$ cat config.mk
export PLATFORM = sky130hd
export DESIGN_NAME = fetch_sequencer
export DESIGN_NICKNAME = d
export VERILOG_FILES = /design/src/rtl/fetch_sequencer.sv
export SDC_FILE = /design/constraint.sdc
export NUM_CORES = 1
export LEC_CHECK = 0
export ABC_CLOCK_PERIOD_IN_PS = 6800
export CAP_MARGIN = 20
export CORE_MARGIN = 3
export CORE_UTILIZATION = 50
export DETAILED_ROUTE_END_ITERATION = 6
export PLACE_DENSITY_LB_ADDON = 0.1
export SLEW_MARGIN = 10
export SYNTH_ARGS = -nofsm -noshare
export SYNTH_HDL_FRONTEND = slang
export SYNTH_SLANG_ARGS = --single-unit
$ cat constraint.sdc
create_clock -name clk -period 6.8 [get_ports clk]
set_input_delay 1.36 -clock clk [delete_from_list [all_inputs] [get_ports clk]]
set_output_delay 1.36 -clock clk [all_outputs]
set_load 0.02 [all_outputs]
$ cat src/rtl/fetch_sequencer.sv
// Dual-issue fetch sequencer: owns the fetch PC, queues {pc, inst0, inst1} pairs for decode,
// and applies branch redirects with flush. Optional perf counters under FETCH_PERF_CNT_EN.
module fetch_sequencer #(
  parameter int          ADDR_W    = 11,
  parameter int          BUF_DEPTH = 4,
  parameter int unsigned RESET_PC  = 0
) (
  input  logic              clk,
  input  logic              reset,
  input  logic              start,
  input  logic              halt,
  input  logic              redirect_valid,
  input  logic [ADDR_W-1:0] redirect_pc,
  output logic [ADDR_W-1:0] imem_addr,
  input  logic [31:0]       imem_inst0,
  input  logic [31:0]       imem_inst1,
  output logic              pair_valid,
  input  logic              pair_ready,
  output logic [ADDR_W-1:0] pair_pc,
  output logic [31:0]       pair_inst0,
  output logic [31:0]       pair_inst1,
  output logic              pair_slot0_ok,
`ifdef FETCH_PERF_CNT_EN
  output logic [31:0]       perf_pairs,
  output logic [31:0]       perf_stalls,
`endif
  output logic              fetch_busy
);

  localparam int PW = (BUF_DEPTH > 1) ? $clog2(BUF_DEPTH) : 1;
  localparam int CW = PW + 1;
  localparam logic [CW-1:0] DEPTH_C = CW'(BUF_DEPTH);
  localparam logic [ADDR_W-1:0] PC_INIT = ADDR_W'(RESET_PC);

  localparam logic [1:0] S_IDLE = 2'd0;
  localparam logic [1:0] S_RUN  = 2'd1;
  localparam logic [1:0] S_HALT = 2'd2;

  logic [1:0]        state;
  logic [ADDR_W-1:0] pc;
  logic              kill;
  logic [CW-1:0]     count;
  logic [PW-1:0]     rd_ptr;
  logic [PW-1:0]     wr_ptr;

  logic [ADDR_W-1:0] pc_mem   [BUF_DEPTH];
  logic [31:0]       i0_mem   [BUF_DEPTH];
  logic [31:0]       i1_mem   [BUF_DEPTH];
  logic              ok_mem   [BUF_DEPTH];

  logic enq;
  logic deq;
  logic unused_pc_bits;

  // Low address bits only matter for the slot-kill flag (bit 2); the rest is word offset.
  assign unused_pc_bits = ^redirect_pc[1:0];

  assign imem_addr     = pc;
  assign pair_valid    = (count != '0);
  assign fetch_busy    = (state == S_RUN);
  assign pair_pc       = pc_mem[rd_ptr];
  assign pair_inst0    = i0_mem[rd_ptr];
  assign pair_inst1    = i1_mem[rd_ptr];
  assign pair_slot0_ok = ok_mem[rd_ptr];

  // Fullness uses the pre-dequeue count, so a full FIFO never enqueues even while popping.
  assign enq = !reset && !redirect_valid && (state == S_RUN) && (count < DEPTH_C);
  assign deq = !reset && !redirect_valid && pair_valid && pair_ready;

  always_ff @(posedge clk) begin
    if (reset) begin
      state  <= S_IDLE;
      pc     <= PC_INIT;
      kill   <= 1'b0;
      count  <= '0;
      rd_ptr <= '0;
      wr_ptr <= '0;
    end else if (redirect_valid) begin
      state  <= S_RUN;
      pc     <= {redirect_pc[ADDR_W-1:3], 3'b000};
      kill   <= redirect_pc[2];
      count  <= '0;
      rd_ptr <= '0;
      wr_ptr <= '0;
    end else begin
      if (state == S_IDLE && start)
        state <= S_RUN;
      else if (state == S_RUN && halt)
        state <= S_HALT;

      if (enq) begin
        wr_ptr <= wr_ptr + 1'b1;
        pc     <= pc + ADDR_W'(8);
        kill   <= 1'b0;
      end
      if (deq)
        rd_ptr <= rd_ptr + 1'b1;

      case ({enq, deq})
        2'b10:   count <= count + 1'b1;
        2'b01:   count <= count - 1'b1;
        default: count <= count;
      endcase
    end
  end

  always_ff @(posedge clk) begin
    if (enq) begin
      pc_mem[wr_ptr] <= pc;
      i0_mem[wr_ptr] <= imem_inst0;
      i1_mem[wr_ptr] <= imem_inst1;
      ok_mem[wr_ptr] <= !kill;
    end
  end

`ifdef FETCH_PERF_CNT_EN
  // Saturating counters; a stall is a RUN cycle where the full FIFO blocks fetch.
  always_ff @(posedge clk) begin
    if (reset) begin
      perf_pairs  <= '0;
      perf_stalls <= '0;
    end else begin
      if (enq && perf_pairs != '1)
        perf_pairs <= perf_pairs + 1'b1;
      if (!redirect_valid && state == S_RUN && count == DEPTH_C && perf_stalls != '1)
        perf_stalls <= perf_stalls + 1'b1;
    end
  end
`endif

endmodule

Word level (Yosys, flattened, before mapping)
Memory sizes are Yosys's and may differ from the RTL's. A register that Yosys moved wholly into a read port is not among the register bits.
Index checks and enable logic that the tools add are counted.
{"block": "word_totals", "regBits": 21, "ram_bits": 304, "input_bits": 81, "output_inout_bits": 89, "wordCells": 56, "mem_count": 4}
{"block": "classes", "n_addsub": 5, "magnitude_cmp": 1, "n_eq_ne": 3, "mux": 18, "n_reduce_logical": 17}
{"name": "i0_mem", "depth": 4, "word_bits": 32, "rd": 1, "rd_ports_with_merged_regs": 1, "wr": 1, "line": "47", "source": "logic [31:0] i0_mem [BUF_DEPTH];"}
{"name": "i1_mem", "depth": 4, "word_bits": 32, "rd": 1, "rd_ports_with_merged_regs": 1, "wr": 1, "line": "48", "source": "logic [31:0] i1_mem [BUF_DEPTH];"}
{"name": "pc_mem", "depth": 4, "word_bits": 11, "rd": 1, "rd_ports_with_merged_regs": 1, "wr": 1, "line": "46", "source": "logic [ADDR_W-1:0] pc_mem [BUF_DEPTH];"}
{"name": "ok_mem", "depth": 4, "word_bits": 1, "rd": 1, "rd_ports_with_merged_regs": 1, "wr": 1, "line": "49", "source": "logic ok_mem [BUF_DEPTH];"}
{"operator": "2-to-1 mux 11 bit", "n": 2}
{"operator": "2-to-1 mux 2 bit", "n": 8}
{"operator": "adder 11 x 4 -> 11 bit, second input constant", "n": 1}
{"operator": "logical AND 1 bit", "n": 7}
{"operator": "2-to-1 mux 1 bit", "n": 7}
{"operator": "one-hot mux 3 bit (2 select lines)", "n": 1}
{"operator": "nonzero test 3 bit", "n": 2}
{"operator": "adder 2 x 1 -> 2 bit, second input constant", "n": 2}
{"operator": "== test 2 x 1 -> 1 bit, second input constant", "n": 2}
{"operator": "nonzero test 2 bit", "n": 2}
{"operator": "adder 3 x 1 -> 3 bit, second input constant", "n": 1}
{"operator": "zero test 1 bit", "n": 3}
{"operator": "less-than comparator 3 bit, second input constant", "n": 1}
{"operator": "OR reduction 3 bit", "n": 1}
{"operator": "subtractor 3 x 1 -> 3 bit, second input constant", "n": 1}
{"operator": "== test 2 bit, second input constant", "n": 1}
{"operator": "zero test 2 bit", "n": 1}
{"operator": "OR reduction 2 bit", "n": 1}

Logic depth before layout (Yosys ltp)
Gate-level depths: netlist of the first run.
{"block": "depth", "word_depth": 6, "ltp_mapped": 9, "ltp_nobuf": 8}

Least setup slack after synthesis of the first run
No wires, ideal clock.
{"block": "synth_timing", "path_type": "in2reg", "from": "input redirect_valid", "to": "memory i0_mem[0][0], enable pin", "arrival_ps": 3477, "setup_slack_ps": 2883, "path_stages": 3, "n_path_buf": 1, "cell_sequence": "buf_2 nor2_4 and3_1"}
{"block": "synth_via", "elab_chain_cells": 6}
{"element": "start, declared", "line": "12", "source": "input logic redirect_valid,"}
{"element": "zero test 1 bit", "line": "67", "source": "assign enq = !reset && !redirect_valid && (state == S_RUN) && (count < DEPTH_C);"}
{"element": "logical AND 1 bit (3 in a row)", "line": "67"}
{"element": "2-to-1 mux 1 bit", "line": "108", "source": "if (enq) begin"}
{"element": "2-to-1 mux 1 bit (not written as such)", "line": "110", "source": "i0_mem[wr_ptr] <= imem_inst0;"}
{"element": "end, declared", "line": "47"}
No other way between the ends.

==> results by group, run 1 <==
Logic synthesis
  – Synth async-reset ratio: 0
  – Synth unique cells: 40
  – Dominant cell type by area after synthesis: edfxtp_1
  – Synth Area per Inst: 23.0 um2
  – Mapped Cells: 505
  – Post-synth EDFFs: 292
  – Synth top area share: 0.756
  – Cell area after synthesis: 0.0116 mm2
  – Yosys reg bits: 312
  – Yosys warns: 0
  – Ys flop type: edfxtp_1
  – Sequential share of the synthesized area: 0.790
  – Top cells by area, synth: edfxtp_1, mux4_2, dfxtp_1

Outcome
  – Status: finished, final reports clean

Critical path
  – End of the critical path: pair_inst0[18]
  – Critical path endpoint category: primary output
  – Max Fanout on Critical Path: 30
  – Setup CP Type: reg2out
  – Worst reg2reg startpoint: state[0]
  – R2r endpoint: i0_mem[1][3]
  – Cells along the critical path: buf_4 > mux4_2 > clkdlybuf4s50_1
  – Req. time, crit path: 5.44 ns
  – Bufs and invs on worst path: 2
  – Crit path DAT: 3.05 ns
  – Max incr delay on CP: 0.71 ns
  – R2R Setup Slk: 3.94 ns
  – Critical path depth: 3
  – Crit path max-delay cell type: dfxtp_4
  – Reg2Reg Depth: 3
  – CP startpoint kind: flop
  – Crit-path leading delay family: buffers and inverters

Die
  – Width of the die: 158 um
  – Initial Utilization: 0.511
  – Core Region: 0.0227 mm2
  – IO Pins: 170
  – Die footprint: 0.0251 mm2
  – Row cnt: 55
  – Die span in y: 158 um

Timing
  – Clock skew: 0.00599 ns
  – Fmax: 227 MHz
  – Unrepaired setup endpoints after global routing: no
  – Fin crit period: 4.41 ns
  – Max Slew Vio Count: 0
  – Final Setup Violations: 0
  – Slew HR: 0.469
  – Slew @ Worst Pin: 0.796 ns
  – Final period util: 0.648
  – Final hold viol count: 0
  – Setup_tns: 0 ns

Clock network
  – Clk buf depth: 3
  – Sink Count: 312
  – Post-CTS setup buffer count: 0
  – H-tree levels: 1
  – Root Driver: clkbuf_16
  – PostCTS Resize Cnt: 0
  – # hold bufs at CTS: 0
  – Worst-skew pair later-pin latency: 0.54 ns
  – CTS tree: done
  – Cts bufs inserted: 31
  – Reg clk slew, reported paths: 0.06 ns

Pwr
  – Psw: 758 uW
  – Pleak: 4.58 nW
  – Cell area power density: 269 mW/mm2
  – Reg power frac: 0.546
  – Combinational power share: 0.042
  – Internal: 3.15 mW
  – Switching part of the total power: 0.194
  – Final Power: 3.91 mW
  – Clock share of power: 0.412
  – Worst vdd ir: 0.159 mV

Global route
  – GR Overflow Total: 0
  – GRT Util Overall: 0.172
  – Initial antenna violation count: 0
  – Largest net degree at the start of global routing: 39
  – Vias in the first global route: 5935
  – First-pass GRT wire length: 33000 um

Final layout
  – Most frequent cells in the layout: edfxtp_1, clkdlybuf4s50_1, mux4_2, clkbuf_16, dfxtp_1
  – Layout cell share with drive strength beyond 1: 0.196
  – Fill cell count: 1565
  – Synth-to-Final Area Change: 25.0%
  – Most common cell after layout, fill and taps aside: edfxtp_1
  – Nets@finish: 772

Hold path
  – Min-delay src: rd_ptr[1]
  – Worst min-delay path class: reg2reg

Detailed routing
  – Wire length per cell: 21.8 um
  – Vias after detailed routing: 5457
  – Via density: 5.49
  – Final wirelength: 21700 um
  – Router iterations before antenna repair: 4
  – Post-route DRC: 0
  – First DRT Iteration DRCs: 338
  – Final ANT Viol Nets: 0

Placed design
  – Routability cong.: 0.791
  – Post-DP HPWL: 12800 um
  – Port bufs: 161

Job
  – Max Cap Viol: 0
==> registers in the layout, indices dropped and copies added (netlist names), named ones only <==
| name | cells |
|---|---|
| rd_ptr | 2 |
| ok_mem | 4 |
| wr_ptr | 2 |
| count | 3 |
| imem_addr | 8 |
| i1_mem | 128 |
| i0_mem | 128 |
| state | 2 |
| kill | 1 |
| pc_mem | 32 |
==> worst min path at each step <==
stage / endpoint / cells after the start
floorplan: flop / 1
global placement: flop / 1
detailed placement: flop / 1
CTS: flop / 1
global route: flop / 1
finish: flop / 1
==> power by group through the flow <==
stage	registers [mW]	logic, mW	clock network [mW]
final	2.13	0.163	1.61
after global routing	2.13	0.175	1.74
after CTS	2.13	0.164	1.65
after detailed placement	2.17	0.163	0
after global placement	2.17	0.158	0
after floorplan	2.18	0.0629	0
==> cells by family (layout without fill, tap and decap cells) <==
logic type	count (synthesis)	after routing	synth area share
AOI/OAI and AO/OA	19	19	0.0102
xor gates and xnor gates	9	9	0.00679
adders and majority gates	7	7	0.00820
buffers and inverters	36	234	0.0176
DFF	312	312	0.790
muxes	76	76	0.144
other	1	7	0.000323
and+or+nand+nor	45	45	0.0221
==> Yosys cell counts (2+ instances only) <==
| cell type | instances |
|---|---|
| clkbuf_1 | 2 |
| nand4_1 | 2 |
| nand3b_1 | 3 |
| buf_2 | 3 |
| o21a_1 | 3 |
| buf_6 | 2 |
| nand3_1 | 5 |
| and2_1 | 2 |
| mux2i_1 | 2 |
| nand2_1 | 4 |
| mux4_2 | 73 |
| buf_4 | 13 |
| inv_1 | 9 |
| and3_1 | 8 |
| edfxtp_1 | 292 |
| xor2_1 | 4 |
| a21oi_1 | 8 |
| nor2_1 | 14 |
| buf_1 | 6 |
| dfxtp_1 | 20 |
| xnor2_1 | 5 |
| ha_1 | 6 |
| o21ai_0 | 2 |
==> cell type report <==
| class | instances | area [um2] | area share |
|---|---|---|---|
| timing repair buffer | 168 | 1680 | 0.116 |
| clock inverter | 13 | 98.8 | 0.00681 |
| antenna | 1 | 2.50 | 0.000173 |
| multi-input combinational | 162 | 2270 | 0.156 |
| inverter | 9 | 33.8 | 0.00233 |
| tap | 285 | 357 | 0.0246 |
| sequential | 312 | 9180 | 0.633 |
| clock buffer | 44 | 886 | 0.0611 |
==> layer usage <==
metal	GRT usage	share of wire	vias to the layer above
li1	-	-	2449
met1	0.227	0.40	2811
met2	0.302	0.52	165
met3	0.0353	0.063	32
met4	0.0365	0.015	0
met5	0	0	-
==> through the flow <==
stage | setup WS (ns) | std cells | util | cell area (um2) | hold slack (ns)
2_1_floorplan | 2.88 | 510 | - | 11600 | 0.446
3_3_place_gp | 2.62 | 935 | 0.594 | 13500 | 0.453
3_5_place_dp | 2.57 | 936 | 0.595 | 13500 | 0.478
4_1_cts | 2.25 | 993 | 0.639 | 14500 | 0.489
5_1_grt | 2.14 | 993 | 0.639 | 14500 | 0.511
6_report | 2.39 | 994 | 0.639 | 14500 | 0.493
No activity file was read; power rests on OpenSTA's default activity.
==> run 2, diff against run 1 <==
--- a/config.mk
+++ b/config.mk
@@ -5,7 +5,7 @@
 export SDC_FILE = /design/constraint.sdc
 export NUM_CORES = 1
 export LEC_CHECK = 0
-export ABC_CLOCK_PERIOD_IN_PS = 6800
+export ABC_CLOCK_PERIOD_IN_PS = 4200
 export CAP_MARGIN = 20
 export CORE_MARGIN = 3
 export CORE_UTILIZATION = 50
==> constraint.sdc (replaced) <==
create_clock -name clk -period 4.2 [get_ports clk]
set_input_delay 0.84 -clock clk [delete_from_list [all_inputs] [get_ports clk]]
set_output_delay 0.84 -clock clk [all_outputs]
set_load 0.02 [all_outputs]
==> run 2 against run 1 <==
Net effect: sequential share of layout area is 0.39 points lower; non-clock buffer count is 7 higher; cell area is 0.62% higher; wire length is 2.4% lower; worst setup slack worse by 1.8 ns; highest routed layer unchanged; largest power group unchanged; largest cell class unchanged.
==> results by group, run 2 (synthesis gave the netlist of run 1 again) <==
Outcome
  – Status: finished, final reports clean

Timing
  – Fmax: 276 MHz
  – Slew @ Worst Pin: 0.736 ns (-0.0602 ns)
  – Final Setup Violations: 0 (unchanged)
  – Clock skew: 0.0141 ns (+0.00812 ns)
  – Final hold viol count: 0 (unchanged)
  – Slew HR: 0.509 (+0.0402)
  – Final hold slack: 0.491 ns (-0.00153 ns)
  – Final period util: 0.861
  – Setup_tns: 0 ns (unchanged)
  – Max Slew Vio Count: 0 (unchanged)
  – Unrepaired setup endpoints after global routing: no
  – Fin crit period: 3.62 ns

Die
  – Die span in y: 158 um (unchanged)
  – Initial Utilization: 0.511 (unchanged)
  – IO Pins: 170 (unchanged)
  – Core Region: 0.0227 mm2 (unchanged)
  – Die footprint: 0.0251 mm2 (unchanged)
  – Row cnt: 55 (unchanged)
  – Width of the die: 158 um (unchanged)

Hold path
  – Worst min-delay path class: reg2reg
  – Min-delay src: rd_ptr[1]
  – Hold Path Stages: 1 (unchanged)

Critical path
  – Worst reg2reg startpoint: state[0]
  – Critical path endpoint category: primary output
  – Cells along the critical path: buf_4 > mux4_2 > clkdlybuf4s50_1
  – Crit path DAT: 2.78 ns (-0.27 ns)
  – Max incr delay on CP: 0.73 ns (+0.02 ns)
  – Crit path max-delay cell type: dfxtp_4
  – Setup CP Type: reg2out
  – Max Fanout on Critical Path: 28 (-6.7%)
  – Reg2Reg Depth: 3 (unchanged)
  – CP startpoint kind: flop
  – Req. time, crit path: 3.36 ns (-2.08 ns)

Pwr
  – Final Power: 6.31 mW (+61%)
  – Worst vdd ir: 0.356 mV (+120%)
  – Cell area power density: 432 mW/mm2 (+60%)
  – Pleak: 4.62 nW (+0.85%)

Clock network
  – Cts bufs inserted: 31 (unchanged)
  – Reg clk slew, reported paths: 0.06 ns (about the same)
  – Post-CTS setup buffer count: 0 (unchanged)
  – Root Driver: clkbuf_16
  – CTS tree: done
  – PostCTS Resize Cnt: 0 (unchanged)
  – # hold bufs at CTS: 0 (unchanged)
  – Sink Count: 312 (unchanged)
  – Clk buf depth: 3 (unchanged)
  – H-tree levels: 1 (unchanged)
  – Worst-skew pair later-pin latency: 0.54 ns (about the same)

Job
  – Max Cap Viol: 0 (unchanged)

Final layout
  – Nets@finish: 779 (+0.91%)
  – Synth-to-Final Area Change: 25.8%
  – Most common cell after layout, fill and taps aside: edfxtp_1
  – Largest regs: i0_mem: 128 flops, i1_mem: 128 flops, pc_mem: 32 flops
  – Most frequent cells in the layout: edfxtp_1, clkdlybuf4s50_1, mux4_2, clkbuf_16, dfxtp_1
  – Fin cells: 1000 (+0.60%)
  – # diodes: 0 (-1)
  – Layout cell share with drive strength beyond 1: 0.204 (+0.00787)

Detailed routing
  – Final ANT Viol Nets: 0 (unchanged)
  – Post-route DRC: 0 (unchanged)
  – Router iterations before antenna repair: 4 (unchanged)
  – Wire length per cell: 21.2 um (-3.0%)
  – Vias after detailed routing: 5488 (+0.57%)
  – Final wirelength: 21200 um (-2.4%)
  – First DRT Iteration DRCs: 262 (-22%)
  – Via density: 5.49 (about the same)

Global route
  – Vias in the first global route: 5824 (-1.9%)
  – Most crowded layer after global routing: met2
  – GR Util met3: 0.0323 (-0.00299)
  – GRT Util Overall: 0.168 (-0.00399)
  – Met1 usage: 0.231 (+0.00460)
  – GR Overflow Total: 0 (unchanged)
  – Largest net degree at the start of global routing: 43 (+10%)
  – First-pass GRT wire length: 32400 um (-1.6%)
  – Met2 global-route usage: 0.285 (-0.0168)
  – Initial antenna violation count: 0 (unchanged)

Placed design
  – Routability cong.: 0.752 (-4.9%)
  – Cells after DPL: 943 (+0.75%)
  – Post-DP HPWL: 12900 um (+0.80%)
  – Port bufs: 161 (unchanged)
-- run 2: report_power, final --
| group | internal, mW | switching, mW |
|---|---|---|
| registers | 3.43 | 0.0207 |
| clock network | 1.51 | 1.08 |
| logic | 0.142 | 0.125 |
| total | 5.08 | 1.22 |
-- run 2: final cells by class --
type	count	area (um2)
inverters	9	33.8
repair buffers	175	1790
clock buffers	40	830
fillers	1547	8110
flip-flops and latches	312	9180
multi-input cells	162	2270
clock inverters	17	140
well taps	285	357
-- run 2: per-layer routing --
| layer | share of wire | vias up |
|---|---|---|
| li1 | - | 2464 |
| met1 | 0.43 | 2848 |
| met2 | 0.51 | 143 |
| met3 | 0.049 | 33 |
| met4 | 0.018 | 0 |
| met5 | 0 | - |
-- run 2: per-stage QoR --
step / util / worst slack [ns] / area (um2)
2_1_floorplan: - / 0.803 / 11600
6_report: 0.643 / 0.582 / 14600
3_3_place_gp: 0.600 / 0.922 / 13600
3_5_place_dp: 0.600 / 0.824 / 13600
4_1_cts: 0.643 / 0.475 / 14600
5_1_grt: 0.643 / 0.406 / 14600
-- run 2: path summary, 6_finish.rpt --
check	slack, ns	to
setup reg to reg	1.83	i0_mem[1][8]
hold / removal	0.49	flop
hold reg to reg	0.49	flop
setup / recovery	0.58	pair_pc[10]
-- run 2: critical path, delay by kind of cell, from the launching register on --
family / cells / cell delay [ns]
flip-flops: 1 / 0.73
buffers and inverters: 2 / 0.95
multiplexers: 1 / 0.56
